File: config.mk
export PLATFORM = sky130hd
export DESIGN_NAME = bp_cfg_sequencer_flat
export DESIGN_NICKNAME = d
export VERILOG_FILES = /design/src/rtl/bp_cfg_sequencer_if.sv /design/src/rtl/bp_cfg_sequencer.sv /design/src/flat_wrapper.sv
export SDC_FILE = /design/constraint.sdc
export NUM_CORES = 1
export LEC_CHECK = 0
export BUFFER_PORTS_ARGS = -buffer_cell sky130_fd_sc_hd__buf_4
export CAP_MARGIN = 5
export CORE_MARGIN = 2
export CORE_UTILIZATION = 49
export CTS_CLUSTER_SIZE = 20
export DETAILED_ROUTE_END_ITERATION = 8
export GPL_TIMING_DRIVEN = 0
export PLACE_DENSITY_LB_ADDON = 0.1
export SYNTH_ARGS = -nofsm -noshare
export SYNTH_HDL_FRONTEND = slang
export SYNTH_SLANG_ARGS = --single-unit
File: constraint.sdc
create_clock -name clk_i -period 2 [get_ports clk_i]
set_input_delay 0.1 -clock clk_i [delete_from_list [all_inputs] [get_ports clk_i]]
set_output_delay 0.1 -clock clk_i [all_outputs]
set_load 0.05 [all_outputs]
File: src/rtl/bp_cfg_sequencer_if.sv
// Configuration bus between the sequencer (master) and the cores being
// configured (slave): a valid/ready request channel carrying a write or
// read of {core, addr, data}, plus a single-beat readback response channel.
interface bp_cfg_sequencer_if #(
    parameter int cfg_core_width_p = 8,
    parameter int cfg_addr_width_p = 16,
    parameter int cfg_data_width_p = 64
);
    // Request channel, driven by the sequencer.
    logic                        cfg_v_o;
    logic                        cfg_w_o;
    logic [cfg_core_width_p-1:0] cfg_core_o;
    logic [cfg_addr_width_p-1:0] cfg_addr_o;
    logic [cfg_data_width_p-1:0] cfg_data_o;
    // Backpressure and readback response, driven by the configured side.
    logic                        cfg_ready_i;
    logic                        cfg_resp_v_i;
    logic [cfg_data_width_p-1:0] cfg_resp_data_i;

    modport master (
        output cfg_v_o, cfg_w_o, cfg_core_o, cfg_addr_o, cfg_data_o,
        input  cfg_ready_i, cfg_resp_v_i, cfg_resp_data_i
    );

    modport slave (
        input  cfg_v_o, cfg_w_o, cfg_core_o, cfg_addr_o, cfg_data_o,
        output cfg_ready_i, cfg_resp_v_i, cfg_resp_data_i
    );
endinterface

File: src/rtl/bp_cfg_sequencer.sv
// Boot-time configuration sequencer. On start_i it walks a per-core table
// held in an external synchronous ROM (one-cycle read latency) and issues
// one config-bus write per entry, core-major order: every entry of core 0,
// then core 1, and so on. done_o is sticky until the next start.
//
// Optional feature: define BP_CFG_SEQ_READBACK_EN to read back every write
// and compare against the written data; a mismatch sets error_o and aborts
// the sequence. In the default build the readback states are unreachable,
// cfg_w_o is 1 whenever cfg_v_o is 1, and error_o is tied low.
module bp_cfg_sequencer #(
    parameter int num_core_p       = 1,
    parameter int num_entries_p    = 16,
    parameter int cfg_core_width_p = 8,
    parameter int cfg_addr_width_p = 16,
    parameter int cfg_data_width_p = 64,
    localparam int entry_width_lp  = $clog2(num_entries_p),
    localparam int rom_width_lp    = cfg_addr_width_p + cfg_data_width_p
) (
    input  logic                      clk_i,
    input  logic                      reset_n_i,
    input  logic                      start_i,
    output logic                      busy_o,
    output logic                      done_o,
    output logic                      error_o,
    output logic [entry_width_lp-1:0] rom_addr_o,
    input  logic [rom_width_lp-1:0]   rom_data_i,
    bp_cfg_sequencer_if.master        cfg_bus
);

    // A single-core build still needs a 1-bit counter.
    localparam int core_width_lp = (num_core_p > 1) ? $clog2(num_core_p) : 1;

    localparam logic [2:0] IDLE    = 3'd0;
    localparam logic [2:0] FETCH   = 3'd1;
    localparam logic [2:0] ISSUE   = 3'd2;
    localparam logic [2:0] RB_REQ  = 3'd3;
    localparam logic [2:0] RB_WAIT = 3'd4;
    localparam logic [2:0] DONE    = 3'd5;

    logic [2:0]                state_q,     state_d;
    logic [entry_width_lp-1:0] entry_cnt_q, entry_cnt_d;
    logic [core_width_lp-1:0]  core_cnt_q,  core_cnt_d;
    // first_q marks the first ISSUE cycle, when the ROM word is on rom_data_i
    // and has not yet been captured into entry_q.
    logic                      first_q,     first_d;
    logic [rom_width_lp-1:0]   entry_q,     entry_d;
    logic                      done_q,      done_d;

`ifdef BP_CFG_SEQ_READBACK_EN
    logic                      error_q,     error_d;
`endif

    logic [rom_width_lp-1:0]   cur_entry;
    logic                      handshake;
    logic                      last_entry;
    logic                      last_core;
    logic [2:0]                adv_state;
    logic [entry_width_lp-1:0] adv_entry;
    logic [core_width_lp-1:0]  adv_core;

    // The entry being transferred: straight from the ROM in the first ISSUE
    // cycle, from the capture register afterwards, so the payload is stable
    // across any number of stall cycles.
    assign cur_entry  = first_q ? rom_data_i : entry_q;
    assign handshake  = cfg_bus.cfg_v_o & cfg_bus.cfg_ready_i;
    assign last_entry = (entry_cnt_q == entry_width_lp'(num_entries_p - 1));
    assign last_core  = (core_cnt_q == core_width_lp'(num_core_p - 1));

    // Counter advance after an entry is fully finished (write, plus readback
    // when enabled); entry counter wraps naturally since the depth is 2^n.
    always_comb begin
        adv_state = FETCH;
        adv_entry = entry_cnt_q + 1'b1;
        adv_core  = core_cnt_q;
        if (last_entry) begin
            if (last_core) begin
                adv_state = DONE;
            end else begin
                adv_core = core_cnt_q + 1'b1;
            end
        end
    end

    // Next-state logic for the sequencing FSM and its counters.
    always_comb begin
        state_d     = state_q;
        entry_cnt_d = entry_cnt_q;
        core_cnt_d  = core_cnt_q;
        first_d     = 1'b0;
        entry_d     = entry_q;
        done_d      = done_q;
`ifdef BP_CFG_SEQ_READBACK_EN
        error_d     = error_q;
`endif
        case (state_q)
            IDLE: begin
                if (start_i) begin
                    state_d     = FETCH;
                    entry_cnt_d = '0;
                    core_cnt_d  = '0;
                    done_d      = 1'b0;
`ifdef BP_CFG_SEQ_READBACK_EN
                    error_d     = 1'b0;
`endif
                end
            end
            FETCH: begin
                // rom_addr_o already shows the entry counter; the word comes
                // back during the first ISSUE cycle.
                state_d = ISSUE;
                first_d = 1'b1;
            end
            ISSUE: begin
                if (first_q) begin
                    entry_d = rom_data_i;
                end
                if (handshake) begin
`ifdef BP_CFG_SEQ_READBACK_EN
                    state_d = RB_REQ;
`else
                    state_d     = adv_state;
                    entry_cnt_d = adv_entry;
                    core_cnt_d  = adv_core;
`endif
                end
            end
            RB_REQ: begin
`ifdef BP_CFG_SEQ_READBACK_EN
                if (handshake) begin
                    state_d = RB_WAIT;
                end
`else
                state_d = IDLE;
`endif
            end
            RB_WAIT: begin
`ifdef BP_CFG_SEQ_READBACK_EN
                if (cfg_bus.cfg_resp_v_i) begin
                    if (cfg_bus.cfg_resp_data_i == entry_q[cfg_data_width_p-1:0]) begin
                        state_d     = adv_state;
                        entry_cnt_d = adv_entry;
                        core_cnt_d  = adv_core;
                    end else begin
                        // Mismatch aborts the whole sequence.
                        error_d = 1'b1;
                        state_d = DONE;
                    end
                end
`else
                state_d = IDLE;
`endif
            end
            DONE: begin
                state_d = IDLE;
            end
            default: begin
                state_d = IDLE;
            end
        endcase
        // done_o rises together with entry into DONE and stays until start.
        if (state_d == DONE) begin
            done_d = 1'b1;
        end
    end

    // State registers with synchronous active-low reset.
    always_ff @(posedge clk_i) begin
        if (!reset_n_i) begin
            state_q     <= IDLE;
            entry_cnt_q <= '0;
            core_cnt_q  <= '0;
            first_q     <= 1'b0;
            entry_q     <= '0;
            done_q      <= 1'b0;
`ifdef BP_CFG_SEQ_READBACK_EN
            error_q     <= 1'b0;
`endif
        end else begin
            state_q     <= state_d;
            entry_cnt_q <= entry_cnt_d;
            core_cnt_q  <= core_cnt_d;
            first_q     <= first_d;
            entry_q     <= entry_d;
            done_q      <= done_d;
`ifdef BP_CFG_SEQ_READBACK_EN
            error_q     <= error_d;
`endif
        end
    end

    // Config-bus request outputs; the payload is zero whenever no request is
    // being presented, which also covers the reset state.
    always_comb begin
        cfg_bus.cfg_v_o    = 1'b0;
        cfg_bus.cfg_w_o    = 1'b0;
        cfg_bus.cfg_core_o = '0;
        cfg_bus.cfg_addr_o = '0;
        cfg_bus.cfg_data_o = '0;
        if (state_q == ISSUE) begin
            cfg_bus.cfg_v_o    = 1'b1;
            cfg_bus.cfg_w_o    = 1'b1;
            cfg_bus.cfg_core_o = cfg_core_width_p'(core_cnt_q);
            cfg_bus.cfg_addr_o = cur_entry[rom_width_lp-1 -: cfg_addr_width_p];
            cfg_bus.cfg_data_o = cur_entry[cfg_data_width_p-1:0];
        end
`ifdef BP_CFG_SEQ_READBACK_EN
        if (state_q == RB_REQ) begin
            cfg_bus.cfg_v_o    = 1'b1;
            cfg_bus.cfg_w_o    = 1'b0;
            cfg_bus.cfg_core_o = cfg_core_width_p'(core_cnt_q);
            cfg_bus.cfg_addr_o = entry_q[rom_width_lp-1 -: cfg_addr_width_p];
        end
`endif
    end

    assign busy_o     = (state_q != IDLE);
    assign done_o     = done_q;
    assign rom_addr_o = entry_cnt_q;

`ifdef BP_CFG_SEQ_READBACK_EN
    assign error_o = error_q;
`else
    assign error_o = 1'b0;
    // The response channel only matters when readback is built in.
    logic unused_resp;
    assign unused_resp = ^{cfg_bus.cfg_resp_v_i, cfg_bus.cfg_resp_data_i};
`endif

endmodule

File: src/flat_wrapper.sv
// flat-port wrapper written by rule: the top's interface ports become plain ports
module bp_cfg_sequencer_flat 
#(
    parameter int num_core_p       = 1,
    parameter int num_entries_p    = 16,
    parameter int cfg_core_width_p = 8,
    parameter int cfg_addr_width_p = 16,
    parameter int cfg_data_width_p = 64,
    localparam int entry_width_lp  = $clog2(num_entries_p),
    localparam int rom_width_lp    = cfg_addr_width_p + cfg_data_width_p
)
  (clk_i, reset_n_i, start_i, busy_o, done_o, error_o, rom_addr_o, rom_data_i, cfg_bus_cfg_v_o, cfg_bus_cfg_w_o, cfg_bus_cfg_core_o, cfg_bus_cfg_addr_o, cfg_bus_cfg_data_o, cfg_bus_cfg_ready_i, cfg_bus_cfg_resp_v_i, cfg_bus_cfg_resp_data_i);
  bp_cfg_sequencer_if #(.cfg_core_width_p(cfg_core_width_p), .cfg_addr_width_p(cfg_addr_width_p), .cfg_data_width_p(cfg_data_width_p)) cfg_bus_i ();
  input  logic clk_i;
  input  logic reset_n_i;
  input  logic start_i;
  output logic busy_o;
  output logic done_o;
  output logic error_o;
  output logic [entry_width_lp-1:0] rom_addr_o;
  input  logic [rom_width_lp-1:0] rom_data_i;
  output wire logic [$bits(cfg_bus_i.cfg_v_o)-1:0] cfg_bus_cfg_v_o;
  output wire logic [$bits(cfg_bus_i.cfg_w_o)-1:0] cfg_bus_cfg_w_o;
  output wire logic [$bits(cfg_bus_i.cfg_core_o)-1:0] cfg_bus_cfg_core_o;
  output wire logic [$bits(cfg_bus_i.cfg_addr_o)-1:0] cfg_bus_cfg_addr_o;
  output wire logic [$bits(cfg_bus_i.cfg_data_o)-1:0] cfg_bus_cfg_data_o;
  input wire logic [$bits(cfg_bus_i.cfg_ready_i)-1:0] cfg_bus_cfg_ready_i;
  input wire logic [$bits(cfg_bus_i.cfg_resp_v_i)-1:0] cfg_bus_cfg_resp_v_i;
  input wire logic [$bits(cfg_bus_i.cfg_resp_data_i)-1:0] cfg_bus_cfg_resp_data_i;
  assign cfg_bus_cfg_v_o = cfg_bus_i.cfg_v_o;
  assign cfg_bus_cfg_w_o = cfg_bus_i.cfg_w_o;
  assign cfg_bus_cfg_core_o = cfg_bus_i.cfg_core_o;
  assign cfg_bus_cfg_addr_o = cfg_bus_i.cfg_addr_o;
  assign cfg_bus_cfg_data_o = cfg_bus_i.cfg_data_o;
  assign cfg_bus_i.cfg_ready_i = cfg_bus_cfg_ready_i;
  assign cfg_bus_i.cfg_resp_v_i = cfg_bus_cfg_resp_v_i;
  assign cfg_bus_i.cfg_resp_data_i = cfg_bus_cfg_resp_data_i;
  bp_cfg_sequencer #(.num_core_p(num_core_p), .num_entries_p(num_entries_p), .cfg_core_width_p(cfg_core_width_p), .cfg_addr_width_p(cfg_addr_width_p), .cfg_data_width_p(cfg_data_width_p)) u_core (.clk_i(clk_i), .reset_n_i(reset_n_i), .start_i(start_i), .busy_o(busy_o), .done_o(done_o), .error_o(error_o), .rom_addr_o(rom_addr_o), .rom_data_i(rom_data_i), .cfg_bus(cfg_bus_i));
endmodule
Word level (Yosys, flattened, before mapping)
Cells that the tools add are included.

storage, ports and cells
  word-level logic and storage cells = 45
  register bits after elaboration = 90
  output and inout bits = 97
  bits of input ports = 149

operators by class
  equal/unequal tests = 7
  bitwise logic cells = 1
  reduce and logical (&&, ||, !) cells = 8
  muxes and demuxes = 21
  add/sub/neg operators = 2

operators with widths
  operator               count
  $mux W80               1
  $mux W64               1
  $mux W16               1
  $mux W3                4
  $mux W1                9
  $pmux W3 S3            1
  $mux W4                2
  $pmux W4 S2            1
  $reduce_bool A2 Y1     3
  $add A4 B1 Y4 const B  1
  $eq A4 B4 Y1 const B   1
  $ne A2 B1 Y1 const B   2
  $reduce_and A4 Y1      1
  $eq A3 B1 Y1 const B   1
  $eq A3 B2 Y1 const B   1
  $eq A3 B3 Y1 const B   1
  $logic_not A3 Y1       1
  $reduce_and A3 Y1      1
  $reduce_bool A3 Y1     1
  $ne A2 B2 Y1 const B   1
  $pmux W1 S2            1
  $reduce_and A2 Y1      1
  $add A1 B1 Y1 const B  1
  $and A1 B1 Y1          1

Depth between registers and ports, before layout
Gate-level depths: netlist of the first run.

  depth in word-level cells = 8
  depth in mapped cells = 6
  depth with buffers taken out = 4

Least setup slack after synthesis of the first run
No wires, ideal clock.

  path type = flip-flop to output port
  start = register u_core.state_q[0]
  end = output port cfg_bus_cfg_addr_o[0]
  stages on the path, launching flop included = 5
  buffers on the path = 1
  required time = 1900 ps
  arrival = 1537 ps
  path slack = 363 ps
  cells stage by stage = dfxtp_1 > nor2_1 > nand2_1 > clkbuf_1 > nor2_1

between the ends
  cells in the longest elaborated chain, start to end = 2

ends and longest elaborated chain
  item                    line                     RTL
  from (decl)             bp_cfg_sequencer.sv:40   logic [2:0] state_q, state_d;
  from (signal assigned)  bp_cfg_sequencer.sv:179  state_q <= state_d;
  $eq A3 B2 Y1            bp_cfg_sequencer.sv:199  if (state_q == ISSUE) begin
  $mux W16                bp_cfg_sequencer.sv:199
  to (decl)               flat_wrapper.sv:25       output wire logic [$bits(cfg_bus_i.cfg_addr_o)-1:0] cfg_bus_cfg_addr_o;

No other way between the ends.

Worst setup path after layout of the first run
  start = register u_core.first_q
  end = output port cfg_bus_cfg_data_o[27]

between the ends
  cells in the longest elaborated chain, start to end = 2

ends and longest elaborated chain
  item                    line                     RTL
  from (decl)             bp_cfg_sequencer.sv:45   logic first_q, first_d;
  from (signal assigned)  bp_cfg_sequencer.sv:182  first_q <= first_d;
  $mux W80                -
  $mux W64                bp_cfg_sequencer.sv:199
  to (decl)               flat_wrapper.sv:26       output wire logic [$bits(cfg_bus_i.cfg_data_o)-1:0] cfg_bus_cfg_data_o;

No other way between the ends.

==> results of run 1 <==
==> state kept, by name, indices dropped and copies added, names as in the netlist <==
signal             count
u_core.first_q         1
u_core.state_q         3
u_core.done_o          1
u_core.entry_q        80
u_core.rom_addr_o      4
==> cells by family after synthesis <==
logic type               after synthesis
other                                  1
multiplexers                          81
AO/OA/AOI/OAI                         91
buffers and inverters                 60
flip-flops                            89
adder cells (fa/ha/maj)                1
AND/OR/NAND/NOR                      259
==> cell usage in the layout (no fill, tap or decap), types with 3 or more instances in the layout <==
master,netlist,final
buf_2,21,19
a21boi_1,75,75
a21oi_1,3,3
clkbuf_8,0,10
mux2i_1,81,80
o21ai_0,3,3
a21boi_0,7,7
bufinv_16,0,3
dlygate4sd3_1,0,63
nor2_1,82,81
conb_1,1,9
dfxtp_1,89,89
clkbuf_1,25,21
clkbuf_2,0,5
buf_4,10,181
inv_1,4,4
nand2_1,163,162
or4_1,3,3
==> cell type report <==
cell class                      instances  area, µm²  share of cell area
Buffer                                 56        285              0.0412
Sequential cell                        89       1780               0.257
Clock buffer                           11        141              0.0204
Timing Repair Buffer                  234       1910               0.276
Clock inverter                          3       90.1              0.0130
Inverter                                4       15.0             0.00217
Multi-Input combinational cell        441       2560               0.370
Tap cell                              111        139              0.0200
==> power by group <==
part / switching [mW] / total, mW / internal (mW)
logic: 0.313 / 0.633 / 0.320
registers: 0.00833 / 1.79 / 1.78
clock network: 0.606 / 1.46 / 0.852
==> repair_timing <==
item                       in CTS  in global routing
buffers inserted                0                  0
hold buffers                   62                  1
hold endpoints to repair       62                  1
pin swaps                       0                  0
resized for setup               3                 11
setup endpoints to repair      81                 78
==> stage by stage <==
| step | instances | power (mW) | util | worst slack, ns |
|---|---|---|---|---|
| floorplan | 590 | 2.13 | - | 0.363 |
| global placement | 872 | 2.35 | 0.660 | 0.171 |
| detailed placement | 872 | 2.36 | 0.660 | 0.117 |
| CTS | 948 | 3.92 | 0.754 | 0.00741 |
| global route | 949 | 4.03 | 0.757 | 0.00310 |
| finish | 949 | 3.88 | 0.757 | 0.153 |
==> worst min path at each step <==
stage               slack, ns                 end  cells after the start
finish                  0.008  u_core.entry_q[11]                      3
CTS                    0.0003  u_core.entry_q[40]                      3
global route            0.007  u_core.entry_q[63]                      3
floorplan                0.23  u_core.entry_q[10]                      2
global placement         0.35  u_core.entry_q[31]                      3
detailed placement       0.36  u_core.entry_q[33]                      3
==> worst reg2reg max path: stages (launching register included) <==
cell,delay [ns]
dfxtp_1,0.30
buf_2,0.18
nand4bb_1,0.12
buf_2,0.24
clkbuf_1,0.40
nand2_1,0.12
a21boi_1,0.17
==> layer usage <==
| metal | up-vias | wire, µm | GRT usage |
|---|---|---|---|
| met5 | - | 0 | 0 |
| met4 | 0 | 264 | 0.105 |
| met3 | 23 | 670 | 0.0395 |
| met2 | 146 | 6280 | 0.429 |
| met1 | 2227 | 5670 | 0.306 |
| li1 | 2391 | - | - |
==> flow_metrics.py, run 1 <==
metrics = {
    "place": {
        "placed_cell_area_mm2": 0.00604,
        "portBuffers": 171,
        "globalplace.congestion": 0.881,
        "hpwl_um": 8740,
    },
    "logic_synthesis": {
        "syn-mean-instance-area_um2": 7.89,
        "synth_compound_area_frac": 0.146,
        "yosysTopAreaCellShare": 0.388,
        "synthCells": 582,
        "syn_area_mm2": 0.00459,
        "yosysTopAreaCell": "dfxtp_1",
        "synth_common_cells": "nand2_1, dfxtp_1, nor2_1, mux2i_1, a21boi_1",
        "ys.flop_type": "dfxtp_1",
        "yosys.area_share.adder": 0.00273,
        "synth_top_family_by_area": "simple AND/OR/NAND/NOR gates",
        "synth-simple-area-share": 0.223,
        "synth-edff-count": 0,
        "muxShareOfSynthArea": 0.177,
        "async_flop_share": 0,
        "ys_ff_latch": 89,
        "ys_warn_count": 0,
        "ys_types": 26,
        "post-synth-top-count-cell": "nand2_1",
        "ys_seq_area_frac": 0.388,
        "ys_top_cells_by_area": "dfxtp_1, mux2i_1, nand2_1, a21boi_1, nor2_1",
        "synth_xor_area_frac": 0,
    },
    "worst_setup_path": {
        "r2r_slack_ns": 0.41,
        "r2r_start": "u_core.first_q",
        "cp_top_family": "buffers and inverters",
        "cp_max_fo": 10,
        "worst_setup_path_end_kind": "output port",
        "crit_path_start": "u_core.first_q",
        "required_ns": 1.90,
        "reg2regPathDepth": 6,
        "start_kind": "flop",
        "crit_end": "cfg_bus_cfg_data_o[27]",
        "r2r_end": "u_core.entry_q[43]",
        "cp_cell_sequence": "buf_2, clkbuf_4, mux2i_2, nor2_1, buf_4",
        "critical_path_buf_inv_count": 3,
        "cp.arrival_ns": 1.75,
        "critPathKind": "flop to output port",
        "worstSetupPathDepth": 5,
        "cp_slowest_cell": "dfxtp_1",
        "slowest_delay_ns": 0.31,
    },
    "layout": {
        "n_antenna_cell": 0,
        "nets": 985,
        "final_cell_area_mm2": 0.00693,
        "fillers": 705,
        "drive_above_1_share": 0.268,
        "area_growth_pct": 51.0,
    },
    "floorplan": {
        "initial_core_util": 0.501,
        "row_count": 35,
        "die_h_um": 101,
        "dieArea_mm2": 0.0102,
        "io_pins": 246,
        "fp.dieW_um": 101,
        "core_mm2": 0.00915,
    },
    "global_routing": {
        "grt-ovfl-total": 0,
        "grt_pass1_vias": 4567,
        "grt_pass1_wl_um": 20400,
        "antenna_found_initial": 0,
        "grt_usage": 0.248,
        "grt_max_degree": 14,
    },
    "timing": {
        "slew_viol_final": 0,
        "rsz0062_at_grt": "false",
        "timing.final.crit_share": 0.924,
        "tns_ns": 0,
        "worstMarginPinSlew_ns": 0.598,
        "finalHoldViolations": 0,
        "fmax_mhz": 541,
        "timing.clock.skew_ns": 0.0100,
        "setup-violations-final": 0,
        "whs_ns": 0.00848,
        "max_slew_margin": 0.601,
        "fin_crit_ns": 1.85,
    },
    "power_and_ir_drop": {
        "leakage_nw": 2.72,
        "p_per_area_mw_per_mm2": 561,
        "peakVddDrop_uv": 411,
    },
    "drt": {
        "drtIter0Drc": 121,
        "wl_per_cell_um": 13.6,
        "ant_nets": 0,
        "vias": 4787,
        "drt_pass1_iterations": 4,
        "vias_per_cell": 5.04,
        "wl_um": 12900,
        "drcViolationCount": 0,
    },
    "outcome": {
        "outcome": "complete, no violations",
    },
    "hold_path": {
        "worst_hold_startpoint": "rom_data_i[11]",
        "hold_class": "input pin to flop",
    },
    "clocking": {
        "cts_tree": "built",
        "cts_root_buf": "clkbuf_8",
        "cts_buffers": 9,
        "worstSkewPairLatency_ns": 0.35,
        "clk_pin_slew_ns": 0.08,
        "htree_num_levels": 3,
        "clk_path_buf_depth": 2,
        "cts_sinks": 89,
    },
    "run": {
        "cap_violations": 0,
    },
}
Note: power is estimated with default switching activity, not from simulation.
==> inputs of run 2 (changes only) <==
--- a/config.mk
+++ b/config.mk
@@ -5,10 +5,11 @@
 export SDC_FILE = /design/constraint.sdc
 export NUM_CORES = 1
 export LEC_CHECK = 0
+export ABC_CLOCK_PERIOD_IN_PS = 1600
 export BUFFER_PORTS_ARGS = -buffer_cell sky130_fd_sc_hd__buf_4
 export CAP_MARGIN = 5
-export CORE_MARGIN = 2
-export CORE_UTILIZATION = 49
+export CORE_MARGIN = 3
+export CORE_UTILIZATION = 41
 export CTS_CLUSTER_SIZE = 20
 export DETAILED_ROUTE_END_ITERATION = 8
 export GPL_TIMING_DRIVEN = 0
==> constraint.sdc (replaced) <==
create_clock -name clk_i -period 1.6 [get_ports clk_i]
set_input_delay 0.08 -clock clk_i [delete_from_list [all_inputs] [get_ports clk_i]]
set_output_delay 0.08 -clock clk_i [all_outputs]
set_load 0.05 [all_outputs]
==> run 2 against run 1 <==
  * The run now ends with negative setup slack left
  * Final area is 25% higher
  * Count of clock-buffer cells in the layout is 1 higher
  * Sequential power is 25% higher
  * Largest power group unchanged
  * Critical path type unchanged
  * Via count is 6.6% higher
  * Setup slack worse by 0.24 ns
  * Combinational power is 80% higher
  * Critical path depth stayed put
  * First-iteration DRC count is 130% higher
  * Sequential share of layout area is 5.0 points lower
  * Largest cell class unchanged
==> flow_metrics.py, run 2 (synthesis gave the netlist of run 1 again) <==
metrics = {
    "outcome": {
        "outcome": "finished, violations left",
        "violations": "negative setup slack",
    },
    "place": {
        "post-place-ws_ns": -0.239,
        "portBuffers": 171,
        "placed_cell_area_mm2": 0.00608,
        "hpwl_um": 9360,
        "globalplace.congestion": 0.801,
    },
    "floorplan": {
        "initial_core_util": 0.422,
        "die_h_um": 112,
        "dieArea_mm2": 0.0125,
        "fp.dieW_um": 112,
        "row_count": 38,
        "core_mm2": 0.0109,
        "io_pins": 246,
    },
    "power_and_ir_drop": {
        "seq_power_share": 0.449,
        "power_frac_clock": 0.323,
        "p_total_mw": 5.00,
        "switching_share": 0.276,
        "p_per_area_mw_per_mm2": 578,
        "peakVddDrop_uv": 332,
        "leakage_nw": 3.08,
        "p_switching_mw": 1.38,
        "intPower_mw": 3.62,
        "pwr-share-comb": 0.227,
    },
    "worst_setup_path": {
        "reg2regPathDepth": 6,
        "critPathKind": "flop to output port",
        "cp_cell_sequence": "buf_6, buf_8, mux2i_1, nor2_2, buf_6",
        "cp_slowest_cell": "dfxtp_2",
        "crit_path_start": "u_core.first_q",
        "cp_max_fo": 10,
        "start_kind": "flop",
        "slowest_delay_ns": 0.36,
        "cp.arrival_ns": 1.61,
        "required_ns": 1.52,
        "worst_setup_path_end_kind": "output port",
        "r2r_start": "u_core.first_q",
        "cp_common_cell": "buf_6",
    },
    "timing": {
        "setup-violations-final": 81,
        "max_slew_margin": 0.623,
        "finalHoldViolations": 0,
        "slew_viol_final": 0,
        "fin_crit_ns": 1.69,
        "fmax_mhz": 593,
        "timing.clock.skew_ns": 0.00648,
        "tns_ns": -2.90,
        "timing.final.crit_share": 1.05,
        "worstMarginPinSlew_ns": 0.549,
        "worst_slack_ns": -0.0851,
        "rsz0062_at_grt": "true",
    },
    "layout": {
        "seq_area_mm2": 0.00179,
        "multi_input_comb_area_mm2": 0.00337,
        "fillers": 669,
        "post-route-util": 0.794,
        "nets": 1012,
        "n_antenna_cell": 0,
        "layout_common_cells": "nand2_1, buf_4, dfxtp_1",
        "final_common_cell": "nand2_1",
        "largest_reg_flops": 80,
        "drive_above_1_share": 0.426,
        "final_cell_area_mm2": 0.00864,
        "regMostFlops": "u_core.entry_q",
        "area_growth_pct": 88.3,
    },
    "clocking": {
        "worstSkewPairLatency_ns": 0.36,
        "cts_sinks": 89,
        "cts_tree": "built",
        "htree_num_levels": 3,
        "clk_path_buf_depth": 2,
        "clk_pin_slew_ns": 0.09,
        "cts_buffers": 9,
        "cts_root_buf": "clkbuf_8",
    },
    "drt": {
        "vias": 5105,
        "ant_nets": 0,
        "wl_um": 16300,
        "drt_pass1_iterations": 4,
        "drcViolationCount": 0,
        "drtIter0Drc": 277,
        "wl_per_cell_um": 16.2,
        "vias_per_cell": 5.07,
    },
    "global_routing": {
        "grt-ovfl-total": 0,
        "grt_pass1_vias": 4774,
        "grt_pass1_wl_um": 23000,
        "grt_max_degree": 14,
        "antenna_found_initial": 0,
        "grt_usage": 0.222,
    },
    "run": {
        "cap_violations": 0,
    },
    "hold_path": {
        "worst_hold_startpoint": "cfg_bus_cfg_ready_i",
        "whs_path_depth": 3,
        "hold_class": "input pin to flop",
    },
}
==> run 2: cell types whose count changed in the layout (fill, tap and decap cells not counted), moves of 8 or more <==
cell | before | now
nor2_4 | 0 | 36
buf_12 | 0 | 8
dlygate4sd3_1 | 63 | 80
mux2i_2 | 1 | 19
buf_8 | 0 | 19
mux2i_4 | 0 | 28
nor2_2 | 1 | 36
nor2_1 | 81 | 10
buf_4 | 181 | 105
buf_2 | 19 | 4
buf_6 | 0 | 73
mux2i_1 | 80 | 34
clkbuf_1 | 21 | 10
==> run 2: layout make-up <==
class,count,area share
tap,140,0.0203
inverter,4,0.00174
clock buffer,12,0.0180
multi-input combinational,442,0.390
timing repair buffer,260,0.299
sequential,89,0.207
clock inverter,3,0.00463
buffer,56,0.0597
==> run 2: what timing repair did <==
| action | CTS | global route |
|---|---|---|
| buffers inserted | 2 | 2 |
| gates cloned | 1 | 5 |
| pin swaps | 1 | 15 |
| endpoints found under the setup margin | 93 | 161 |
| resized for setup | 137 | 241 |
| hold buffers | 80 | 0 |
| hold endpoints to repair | 80 | 0 |
==> run 2: worst paths after layout <==
path | endpoint | slack (ns)
setup / recovery | cfg_bus_cfg_data_o[31] | -0.09
hold / removal | u_core.state_q[1] | 0.02
setup reg to reg | u_core.entry_q[16] | 0.04
hold reg to reg | u_core.entry_q[54] | 0.46
==> run 2: power groups by stage <==
stage / logic, mW / clock network, mW / registers, mW
floorplan: 0.374 / 0 / 2.29
global placement: 0.651 / 0 / 2.29
detailed placement: 0.658 / 0 / 2.29
CTS: 0.885 / 1.61 / 2.24
global route: 1.19 / 1.72 / 2.25
finish: 1.14 / 1.62 / 2.24
==> run 2: worst max-delay path, delay by kind of cell (launching register included) <==
kind / cells / cell delay, ns
simple gates: 1 / 0.06
buf+inv: 3 / 0.50
flops: 1 / 0.36
mux: 1 / 0.31
==> run 2: layer usage <==
| layer | global-route usage | wire [µm] |
|---|---|---|
| met5 | 0 | 0 |
| met4 | 0.0787 | 488 |
| met3 | 0.0478 | 843 |
| met2 | 0.388 | 8470 |
| met1 | 0.267 | 6530 |
==> run 2: stage by stage <==
stage | cells | hold slack (ns)
global placement | 901 | 0.335
global route | 1006 | 0.0231
finish | 1006 | 0.0166
CTS | 999 | 0.00683
detailed placement | 901 | 0.346
floorplan | 590 | 0.215
